## config.mk

```make
export PLATFORM = sky130hd
export DESIGN_NAME = wishbone_bridge_1ton
export DESIGN_NICKNAME = d
export VERILOG_FILES = /design/src/rtl/wishbone_bridge_1ton_pkg.sv /design/src/rtl/wishbone_bridge_1ton_addr_decoder.sv /design/src/rtl/wishbone_bridge_1ton.sv
export SDC_FILE = /design/constraint.sdc
export NUM_CORES = 1
export LEC_CHECK = 0
export BUFFER_PORTS_ARGS = -buffer_cell sky130_fd_sc_hd__clkbuf_2
export CAP_MARGIN = 15
export CORE_ASPECT_RATIO = 1.5
export CORE_MARGIN = 10
export CORE_UTILIZATION = 41
export CTS_CLUSTER_SIZE = 24
export DETAILED_ROUTE_END_ITERATION = 10
export MAX_ROUTING_LAYER = met4
export PLACE_DENSITY_LB_ADDON = 0.15
export SYNTH_ARGS = -nofsm -noshare
export SYNTH_HDL_FRONTEND = slang
export SYNTH_SLANG_ARGS = --single-unit
```

## constraint.sdc

```tcl
create_clock -name i_clk -period 2.3 [get_ports i_clk]
set_input_delay 0.115 -clock i_clk [delete_from_list [all_inputs] [get_ports i_clk]]
set_output_delay 0.115 -clock i_clk [all_outputs]
set_load 0.03 [all_outputs]
```

## src/rtl/wishbone_bridge_1ton_pkg.sv

```systemverilog
// Shared types and helpers for the 1-to-N WISHBONE bridge.
//   wb_state_e : bridge FSM state encoding
//   sel_width  : byte-select width for a given data width
//   idx_width  : width of a slave index (at least 1 bit)
package wishbone_bridge_1ton_pkg;

  typedef enum logic [1:0] {
    StIdle,
    StWait,
    StResp,
    StErr
  } wb_state_e;

  function automatic int unsigned sel_width(input int unsigned dw);
    return dw / 8;
  endfunction

  function automatic int unsigned idx_width(input int unsigned n);
    return (n > 1) ? $clog2(n) : 1;
  endfunction

endpackage

```

## src/rtl/wishbone_bridge_1ton_addr_decoder.sv

```systemverilog
// Combinational address decoder for the 1-to-N WISHBONE bridge.
// Slave i hits when (addr & MASK[i]) == (BASE[i] & MASK[i]); the lowest
// hitting index wins.
// Ports:
//   i_addr : master address
//   o_hit  : at least one slave window matches
//   o_idx  : index of the lowest matching slave (0 when no hit)
module wishbone_bridge_1ton_addr_decoder
  import wishbone_bridge_1ton_pkg::*;
#(
  parameter int unsigned                     ADDR_WIDTH = 32,
  parameter int unsigned                     N_SLAVES   = 4,
  parameter logic [N_SLAVES*ADDR_WIDTH-1:0]  SLV_BASE   = '0,
  parameter logic [N_SLAVES*ADDR_WIDTH-1:0]  SLV_MASK   = '0
) (
  input  logic [ADDR_WIDTH-1:0]            i_addr,
  output logic                             o_hit,
  output logic [idx_width(N_SLAVES)-1:0]   o_idx
);

  localparam int unsigned IDX_W = idx_width(N_SLAVES);

  logic [ADDR_WIDTH-1:0] w_base;
  logic [ADDR_WIDTH-1:0] w_mask;

  // Scan from the highest index down so the lowest hitting index is the
  // last assignment and therefore wins.
  always_comb begin
    o_hit  = 1'b0;
    o_idx  = '0;
    w_base = '0;
    w_mask = '0;
    for (int i = int'(N_SLAVES) - 1; i >= 0; i--) begin
      w_base = SLV_BASE[i*ADDR_WIDTH +: ADDR_WIDTH];
      w_mask = SLV_MASK[i*ADDR_WIDTH +: ADDR_WIDTH];
      if ((i_addr & w_mask) == (w_base & w_mask)) begin
        o_hit = 1'b1;
        o_idx = IDX_W'(i);
      end
    end
  end

endmodule

```

## src/rtl/wishbone_bridge_1ton.sv

```systemverilog
// Registered WISHBONE classic-cycle bridge, one master to N_SLAVES slaves.
// One access is outstanding at a time. Unmapped addresses and slaves that do
// not acknowledge within TIMEOUT_CYCLES wait cycles terminate with M_ERR.
// Ports:
//   i_clk, i_rst_n           : clock, async active-low reset
//   i_m_*                    : master request (addr, write data, sel, cyc, stb, we)
//   o_m_dat, o_m_ack, o_m_err: master response (registered)
//   o_s_addr/dat/sel/we      : shared slave request fields (registered)
//   o_s_cyc, o_s_stb         : per-slave one-hot cycle/strobe (registered)
//   i_s_dat, i_s_ack         : slave read data (slave i at [i*DW +: DW]) and acks
module wishbone_bridge_1ton
  import wishbone_bridge_1ton_pkg::*;
#(
  parameter int unsigned                     ADDR_WIDTH     = 32,
  parameter int unsigned                     DATA_WIDTH     = 32,
  parameter int unsigned                     N_SLAVES       = 4,
  parameter logic [N_SLAVES*ADDR_WIDTH-1:0]  SLV_BASE       = {N_SLAVES{32'h0}},
  parameter logic [N_SLAVES*ADDR_WIDTH-1:0]  SLV_MASK       = {N_SLAVES{32'hF000_0000}},
  parameter int unsigned                     TIMEOUT_CYCLES = 255
) (
  input  logic                              i_clk,
  input  logic                              i_rst_n,
  // master side
  input  logic [ADDR_WIDTH-1:0]             i_m_addr,
  input  logic [DATA_WIDTH-1:0]             i_m_dat,
  input  logic [sel_width(DATA_WIDTH)-1:0]  i_m_sel,
  input  logic                              i_m_cyc,
  input  logic                              i_m_stb,
  input  logic                              i_m_we,
  output logic [DATA_WIDTH-1:0]             o_m_dat,
  output logic                              o_m_ack,
  output logic                              o_m_err,
  // slave side
  output logic [ADDR_WIDTH-1:0]             o_s_addr,
  output logic [DATA_WIDTH-1:0]             o_s_dat,
  output logic [sel_width(DATA_WIDTH)-1:0]  o_s_sel,
  output logic                              o_s_we,
  output logic [N_SLAVES-1:0]               o_s_cyc,
  output logic [N_SLAVES-1:0]               o_s_stb,
  input  logic [N_SLAVES*DATA_WIDTH-1:0]    i_s_dat,
  input  logic [N_SLAVES-1:0]               i_s_ack
);

  localparam int unsigned SW    = sel_width(DATA_WIDTH);
  localparam int unsigned IW    = idx_width(N_SLAVES);
  localparam int unsigned WDW   = $clog2(TIMEOUT_CYCLES + 1);
  localparam logic [WDW-1:0] TO_VAL = WDW'(TIMEOUT_CYCLES);

  wb_state_e r_state;
  wb_state_e w_state_d;

  logic [ADDR_WIDTH-1:0] r_s_addr;
  logic [DATA_WIDTH-1:0] r_s_dat;
  logic [SW-1:0]         r_s_sel;
  logic                  r_s_we;
  logic [N_SLAVES-1:0]   r_s_cyc;
  logic [IW-1:0]         r_idx;
  logic [WDW-1:0]        r_wd;
  logic [DATA_WIDTH-1:0] r_m_dat;
  logic                  r_m_ack;
  logic                  r_m_err;

  logic                  w_hit;
  logic [IW-1:0]         w_idx;
  logic [N_SLAVES-1:0]   w_onehot;
  logic                  w_sel_ack;
  logic [DATA_WIDTH-1:0] w_sel_dat;
  logic [WDW-1:0]        w_wd_plus;

  logic w_accept;
  logic w_capture;
  logic w_drop;
  logic w_wd_inc;
  logic w_ack_set;
  logic w_err_set;

  wishbone_bridge_1ton_addr_decoder #(
    .ADDR_WIDTH (ADDR_WIDTH),
    .N_SLAVES   (N_SLAVES),
    .SLV_BASE   (SLV_BASE),
    .SLV_MASK   (SLV_MASK)
  ) u_decoder (
    .i_addr (i_m_addr),
    .o_hit  (w_hit),
    .o_idx  (w_idx)
  );

  assign w_onehot  = N_SLAVES'(1) << w_idx;
  assign w_sel_ack = i_s_ack[r_idx];
  assign w_sel_dat = i_s_dat[r_idx*DATA_WIDTH +: DATA_WIDTH];
  // Counts the current wait cycle; reaching TO_VAL means the budget is used up.
  assign w_wd_plus = r_wd + WDW'(1);

  // State register
  always_ff @(posedge i_clk or negedge i_rst_n) begin
    if (!i_rst_n) begin
      r_state <= StIdle;
    end else begin
      r_state <= w_state_d;
    end
  end

  // Next-state and datapath controls
  always_comb begin
    w_state_d = r_state;
    w_accept  = 1'b0;
    w_capture = 1'b0;
    w_drop    = 1'b0;
    w_wd_inc  = 1'b0;
    w_ack_set = 1'b0;
    w_err_set = 1'b0;
    unique case (r_state)
      StIdle: begin
        // While the termination pulse is visible the master is still holding
        // the request it just completed; do not take it a second time.
        if (i_m_cyc && i_m_stb && !r_m_ack && !r_m_err) begin
          w_accept  = 1'b1;
          w_state_d = w_hit ? StWait : StErr;
        end
      end
      StWait: begin
        if (!i_m_cyc) begin
          w_drop    = 1'b1;
          w_state_d = StIdle;
        end else if (w_sel_ack) begin
          // Ack has priority over a simultaneous watchdog expiry.
          w_drop    = 1'b1;
          w_capture = 1'b1;
          w_state_d = StResp;
        end else if (w_wd_plus == TO_VAL) begin
          w_drop    = 1'b1;
          w_state_d = StErr;
        end else begin
          w_wd_inc  = 1'b1;
        end
      end
      StResp: begin
        w_ack_set = 1'b1;
        w_state_d = StIdle;
      end
      StErr: begin
        w_err_set = 1'b1;
        w_state_d = StIdle;
      end
      default: w_state_d = StIdle;
    endcase
  end

  // Request/response registers and watchdog
  always_ff @(posedge i_clk or negedge i_rst_n) begin
    if (!i_rst_n) begin
      r_s_addr <= '0;
      r_s_dat  <= '0;
      r_s_sel  <= '0;
      r_s_we   <= 1'b0;
      r_s_cyc  <= '0;
      r_idx    <= '0;
      r_wd     <= '0;
      r_m_dat  <= '0;
      r_m_ack  <= 1'b0;
      r_m_err  <= 1'b0;
    end else begin
      r_m_ack <= w_ack_set;
      r_m_err <= w_err_set;
      if (w_accept) begin
        r_s_addr <= i_m_addr;
        r_s_dat  <= i_m_dat;
        r_s_sel  <= i_m_sel;
        r_s_we   <= i_m_we;
        r_idx    <= w_idx;
        r_wd     <= '0;
        r_s_cyc  <= w_hit ? w_onehot : '0;
      end
      if (w_drop) begin
        r_s_cyc <= '0;
      end
      if (w_wd_inc) begin
        r_wd <= w_wd_plus;
      end
      if (w_capture && !r_s_we) begin
        r_m_dat <= w_sel_dat;
      end
    end
  end

  assign o_s_addr = r_s_addr;
  assign o_s_dat  = r_s_dat;
  assign o_s_sel  = r_s_sel;
  assign o_s_we   = r_s_we;
  // CYC and STB are identical: there is never more than one strobe per cycle.
  assign o_s_cyc  = r_s_cyc;
  assign o_s_stb  = r_s_cyc;
  assign o_m_dat  = r_m_dat;
  assign o_m_ack  = r_m_ack;
  assign o_m_err  = r_m_err;

endmodule

```

* Word-level counts from Yosys, hierarchy flattened
Cells that the tools add are included.
** Operators by class
- Equal/unequal tests :: 6
- Reduce and logical (&&, ||, !) cells :: 13
- Muxes and demuxes :: 27
- Add/subtract/negate cells :: 1
** Operators with widths (count)
- $logic_not A32 Y1 :: 1
- $mux W1 :: 17
- $mux W8 :: 2
- $mux W2 :: 5
- $add A8 B1 Y8 const B :: 1
- $eq A8 B8 Y1 const B :: 1
- $mux W4 :: 2
- $pmux W2 S3 :: 1
- $eq A2 B2 Y1 const B :: 2
- $logic_and A1 B1 Y1 :: 4
- $ne A4 B4 Y1 const B :: 1
- $reduce_bool A2 Y1 :: 2
- $logic_not A1 Y1 :: 3
- $eq A2 B1 Y1 const B :: 1
- $logic_not A2 Y1 :: 1
- $ne A2 B2 Y1 const B :: 1
- $reduce_and A2 Y1 :: 1
- $reduce_or A2 Y1 :: 1
** Storage, ports and cells
- Output and inout bits :: 111
- Register bits :: 117
- Input port bits :: 205

* Depth between registers and ports, before layout
- Word-level depth :: 7
- Gate-level depth with buffers :: 8
- Mapped depth without buffers :: 8

* Modules after synthesis
From an unflattened synthesis, not the netlist that was laid out.
** Second synthesis, totals
- Cell total of the unflattened synthesis :: 505
- Area total of the unflattened synthesis :: 5489.0 um^2
** Modules (own cells, without submodules)
- wishbone_bridge_1ton :: instances 1, area an instance 5457.7 um^2, cells each 501
- wishbone_bridge_1ton_addr_decoder :: instances 1, area an instance 31.3 um^2, cells each 4

* Worst setup path before layout
OpenSTA, ideal clock, no wires.
- Path kind :: reg-to-reg
- Start point :: register r_wd[0]
- End point :: register r_wd[5]
- Setup slack :: 0.273 ns
- Clock period less this slack :: 2.027 ns
- Arrival time :: 1.903 ns
- Stages on the path, launching flop included :: 8
- Cell sequence :: dfrtp_1 ha_1 nand4b_1 a21oi_1 o31a_1 a31oi_4 nor2_2 a211o_1
** On the way
- Cells in the longest elaborated chain, start to end :: 7
- Elaborated cells between the ends (all ways) :: 8
** RTL lines
- start: declaration :: RTL line wishbone_bridge_1ton.sv:58 : logic [WDW-1:0] r_wd;
- start signal: assignment :: RTL line wishbone_bridge_1ton.sv:178 : r_wd <= w_wd_plus;
- $add A8 B1 Y8 * :: RTL line wishbone_bridge_1ton.sv:92 : assign w_wd_plus = r_wd + WDW'(1);
- $eq A8 B8 Y1 :: RTL line wishbone_bridge_1ton.sv:130 : end else if (w_wd_plus == TO_VAL) begin
- $mux W1 :: RTL line wishbone_bridge_1ton.sv:130
- $mux W1 :: RTL line wishbone_bridge_1ton.sv:125 : end else if (w_sel_ack) begin
- $mux W1 :: RTL line wishbone_bridge_1ton.sv:122 : if (!i_m_cyc) begin
- $mux W1 :: RTL line wishbone_bridge_1ton.sv:112 : unique case (r_state)
- $mux W8 or $reduce_bool A2 Y1 (tied branches)
Mark *: on every way between the ends. The rest lies on a longest branch, timed or not.
A chain may end at the register's enable or synchronous reset.

* Final worst setup path
Same ends and word-level chain as after synthesis.

==> run metrics <==
pwr/cell area approximately 1200 nW/um2; total gr overflow 0; CTS tree built; htree depth 4; DRC viols 0; number of synthesized register bits approximately 110; Inserted Clock Buffers 17; Cell variety after synth 40; fraction of layout cells with a size suffix above 1 0.393; most common cell after layout, fill and taps aside clkbuf_2; total global-route track usage 0.192; Sink Count around 110; status completed; worst flop-to-flop path startpoint r_wd[0]$_DFFE_PN0P_; Critical Path AT 2.43 ns; LEAKAGE 0.00403 uW; R2R Path End r_wd[5]$_DFFE_PN0P_; Port Buffer Count 210; Register-to-Register Path Depth 7; DR WL/cell 16.2 um; Mapped Avg Cell Area 10.4 um2; DR iter-0 viols 93; drt via density ~4.6; worst clock skew 0.00832 ns; number of global-route vias before repair approximately 4800; Layout area overhead 62.8%; Slowest cell on crit path dfrtp_1; Max Slew Vio Count 0; slew margin rel. 0.493; IO Count around 320; Hold-fix buffers, CTS 104; max incr delay on CP 0.39 ns; Synth Flop Type dfrtp_1; initial antenna violation count 1; Rows 47; placed instance area 5810 um2; Die ar. around 16000 um2; Startpoint Class flip-flop; Die Y-Extent 150 um; first-pass GRT wire length about 24000 um; starting density of the core 0.418; most frequent cells in the layout clkbuf_2, nand2_1, dfrtp_1, dlygate4sd3_1, mux2_2; Mapped Cells 440; routed wire length 14900 um; crit path kind flip-flop to flip-flop; Final Cell Area 7480 um2; Crit path buffers/inverters 0; path type of the worst min-delay path input pin to flip-flop; clk buf depth 2; Crit path required time 2.59 ns; FFs w/ async S/R, synth 1.00; CP Capture Type flip-flop; fin crit period 2.13 ns; CTS resizes 0; routed via count 4265; Detail Placement HPWL 9880 um; RSZ-0062 raised after global routing false; Root Buffer clkbuf_16; Max Clk Rate 468 MHz; CP cell instances ha_1 > nand4b_1 > a21oi_1 > o31a_1 > a31oi_4 > nor2_2 > a211o_1; Worst R2R Setup Slack 0.17 ns; Yosys warning total 0; Core ar. 11000 um2; Die W 106 um; Setup Buffers After CTS 0; Top Family by Delay on Critical Path compound AO/OA/AOI/OAI gates; Least-Margin Pin Slew 0.761 ns; final hold violation count 0; Fill cells 881; Core Util, Final 0.680; Final Net Count 968; GP Congestion 0.763; WHS Endpoint r_state[1]$_DFFE_PN0P_; # setup viols final 0; Post-synth EDFFs 0; drt pass-1 iters 5; register area share after synthesis 0.621; HP Start i_m_stb; Hold Crit Depth 3; post-route ant nets 0; non-filler instance count after layout 922; Final Cycle Share 0.928; largest net degree at the start of global routing 75; Sum Neg Setup Slack 0 ns; clock-pin slew on the worst setup and hold paths 0.05 ns; Placed Cells 785; Netlist Area Pre-Place between 4000 and 5000 um2; Worst-Skew Late Latency about 0.41 ns; Crit Path Max Fanout 8; max-cap viol count 0; Peak VDD IR 0.000695 V; Pwr Total 9150 uW
[layer usage]
metal	vias to the layer above	routed length, um	part of all wire	global-route usage
li1	2041	-	-	-
met4	0	410	0.028	0.0836
met2	168	7510	0.50	0.315
met5	-	0	0	-
met1	2029	5820	0.39	0.204
met3	27	1160	0.078	0.0693
[registers in the layout (all words and copies together), names as in the netlist]
name	flops
o_m_ack	1
o_m_dat	32
o_m_err	1
o_s_addr	32
o_s_cyc	1
o_s_dat	32
o_s_sel	4
o_s_we	1
r_state	2
r_wd	8
[synthesized netlist by cell type (all sizes together), types with 3 or more instances]
| cell | instances | area [um2] |
|---|---|---|
| nor3 | 4 | 25.0 |
| inv | 3 | 11.3 |
| buf | 10 | 67.6 |
| mux2 | 37 | 417 |
| dfrtp | 114 | 2850 |
| nor2b | 3 | 18.8 |
| clkbuf | 16 | 60.1 |
| a21oi | 5 | 25.0 |
| nor2 | 6 | 25.0 |
| a22o | 3 | 30.0 |
| nand3 | 3 | 15.0 |
| nand2 | 206 | 773 |
[cell type report]
class                      count  area [um2]  area share
sequential                   114        2850       0.382
timing repair buffer         323        2170       0.291
multi-input combinational    302        1630       0.217
clock buffer                  19         453      0.0606
tap                          147         184      0.0246
clock inverter                13         173      0.0231
inverter                       3        11.3     0.00151
antenna                        1        2.50    0.000335
[tightest hold or removal path, delay by kind of cell]
family | cells | cell delay, ns
and+or+nand+nor | 1 | 0.05
AOI/OAI and AO/OA | 1 | 0.14
buffers and inverters | 1 | 0.10
[where the power goes]
group / internal (uW) / switching (uW) / total [uW]
Combinational: 1030 / 2280 / 3310
Clock: 1780 / 967 / 2740
Sequential: 2700 / 397 / 3100
Total: 5510 / 3640 / 9150
[logic make-up after synthesis]
group / after synthesis / share of synthesized area
compound gates: 16 / 0.0297
xor+xnor: 2 / 0.00545
fa+ha+maj: 2 / 0.00545
buf+inv: 29 / 0.0302
flops: 114 / 0.621
mux: 39 / 0.0951
other cells: 1 / 0.000816
simple gates: 237 / 0.212
[how the worst max path moves through the flow]
stage	endpoint	depth (start not counted)	slack [ns]	from
floorplan	r_wd[5]$_DFFE_PN0P_	7	0.27	r_wd[0]$_DFFE_PN0P_
global placement	r_wd[6]$_DFFE_PN0P_	7	0.21	r_wd[0]$_DFFE_PN0P_
detailed placement	r_wd[5]$_DFFE_PN0P_	7	0.17	r_wd[0]$_DFFE_PN0P_
CTS	r_wd[5]$_DFFE_PN0P_	7	0.16	r_wd[0]$_DFFE_PN0P_
global route	r_wd[6]$_DFFE_PN0P_	7	0.03	r_wd[0]$_DFFE_PN0P_
finish	r_wd[5]$_DFFE_PN0P_	7	0.17	r_wd[0]$_DFFE_PN0P_
[through the flow]
step           hold slack, ns  setup WS [ns]
6_report               0.0459          0.165
5_1_grt                0.0564         0.0270
4_1_cts                0.0217          0.161
3_5_place_dp            0.204          0.173
3_3_place_gp            0.197          0.207
2_1_floorplan          -0.181          0.273
Note: power is estimated with default switching activity, not from simulation.
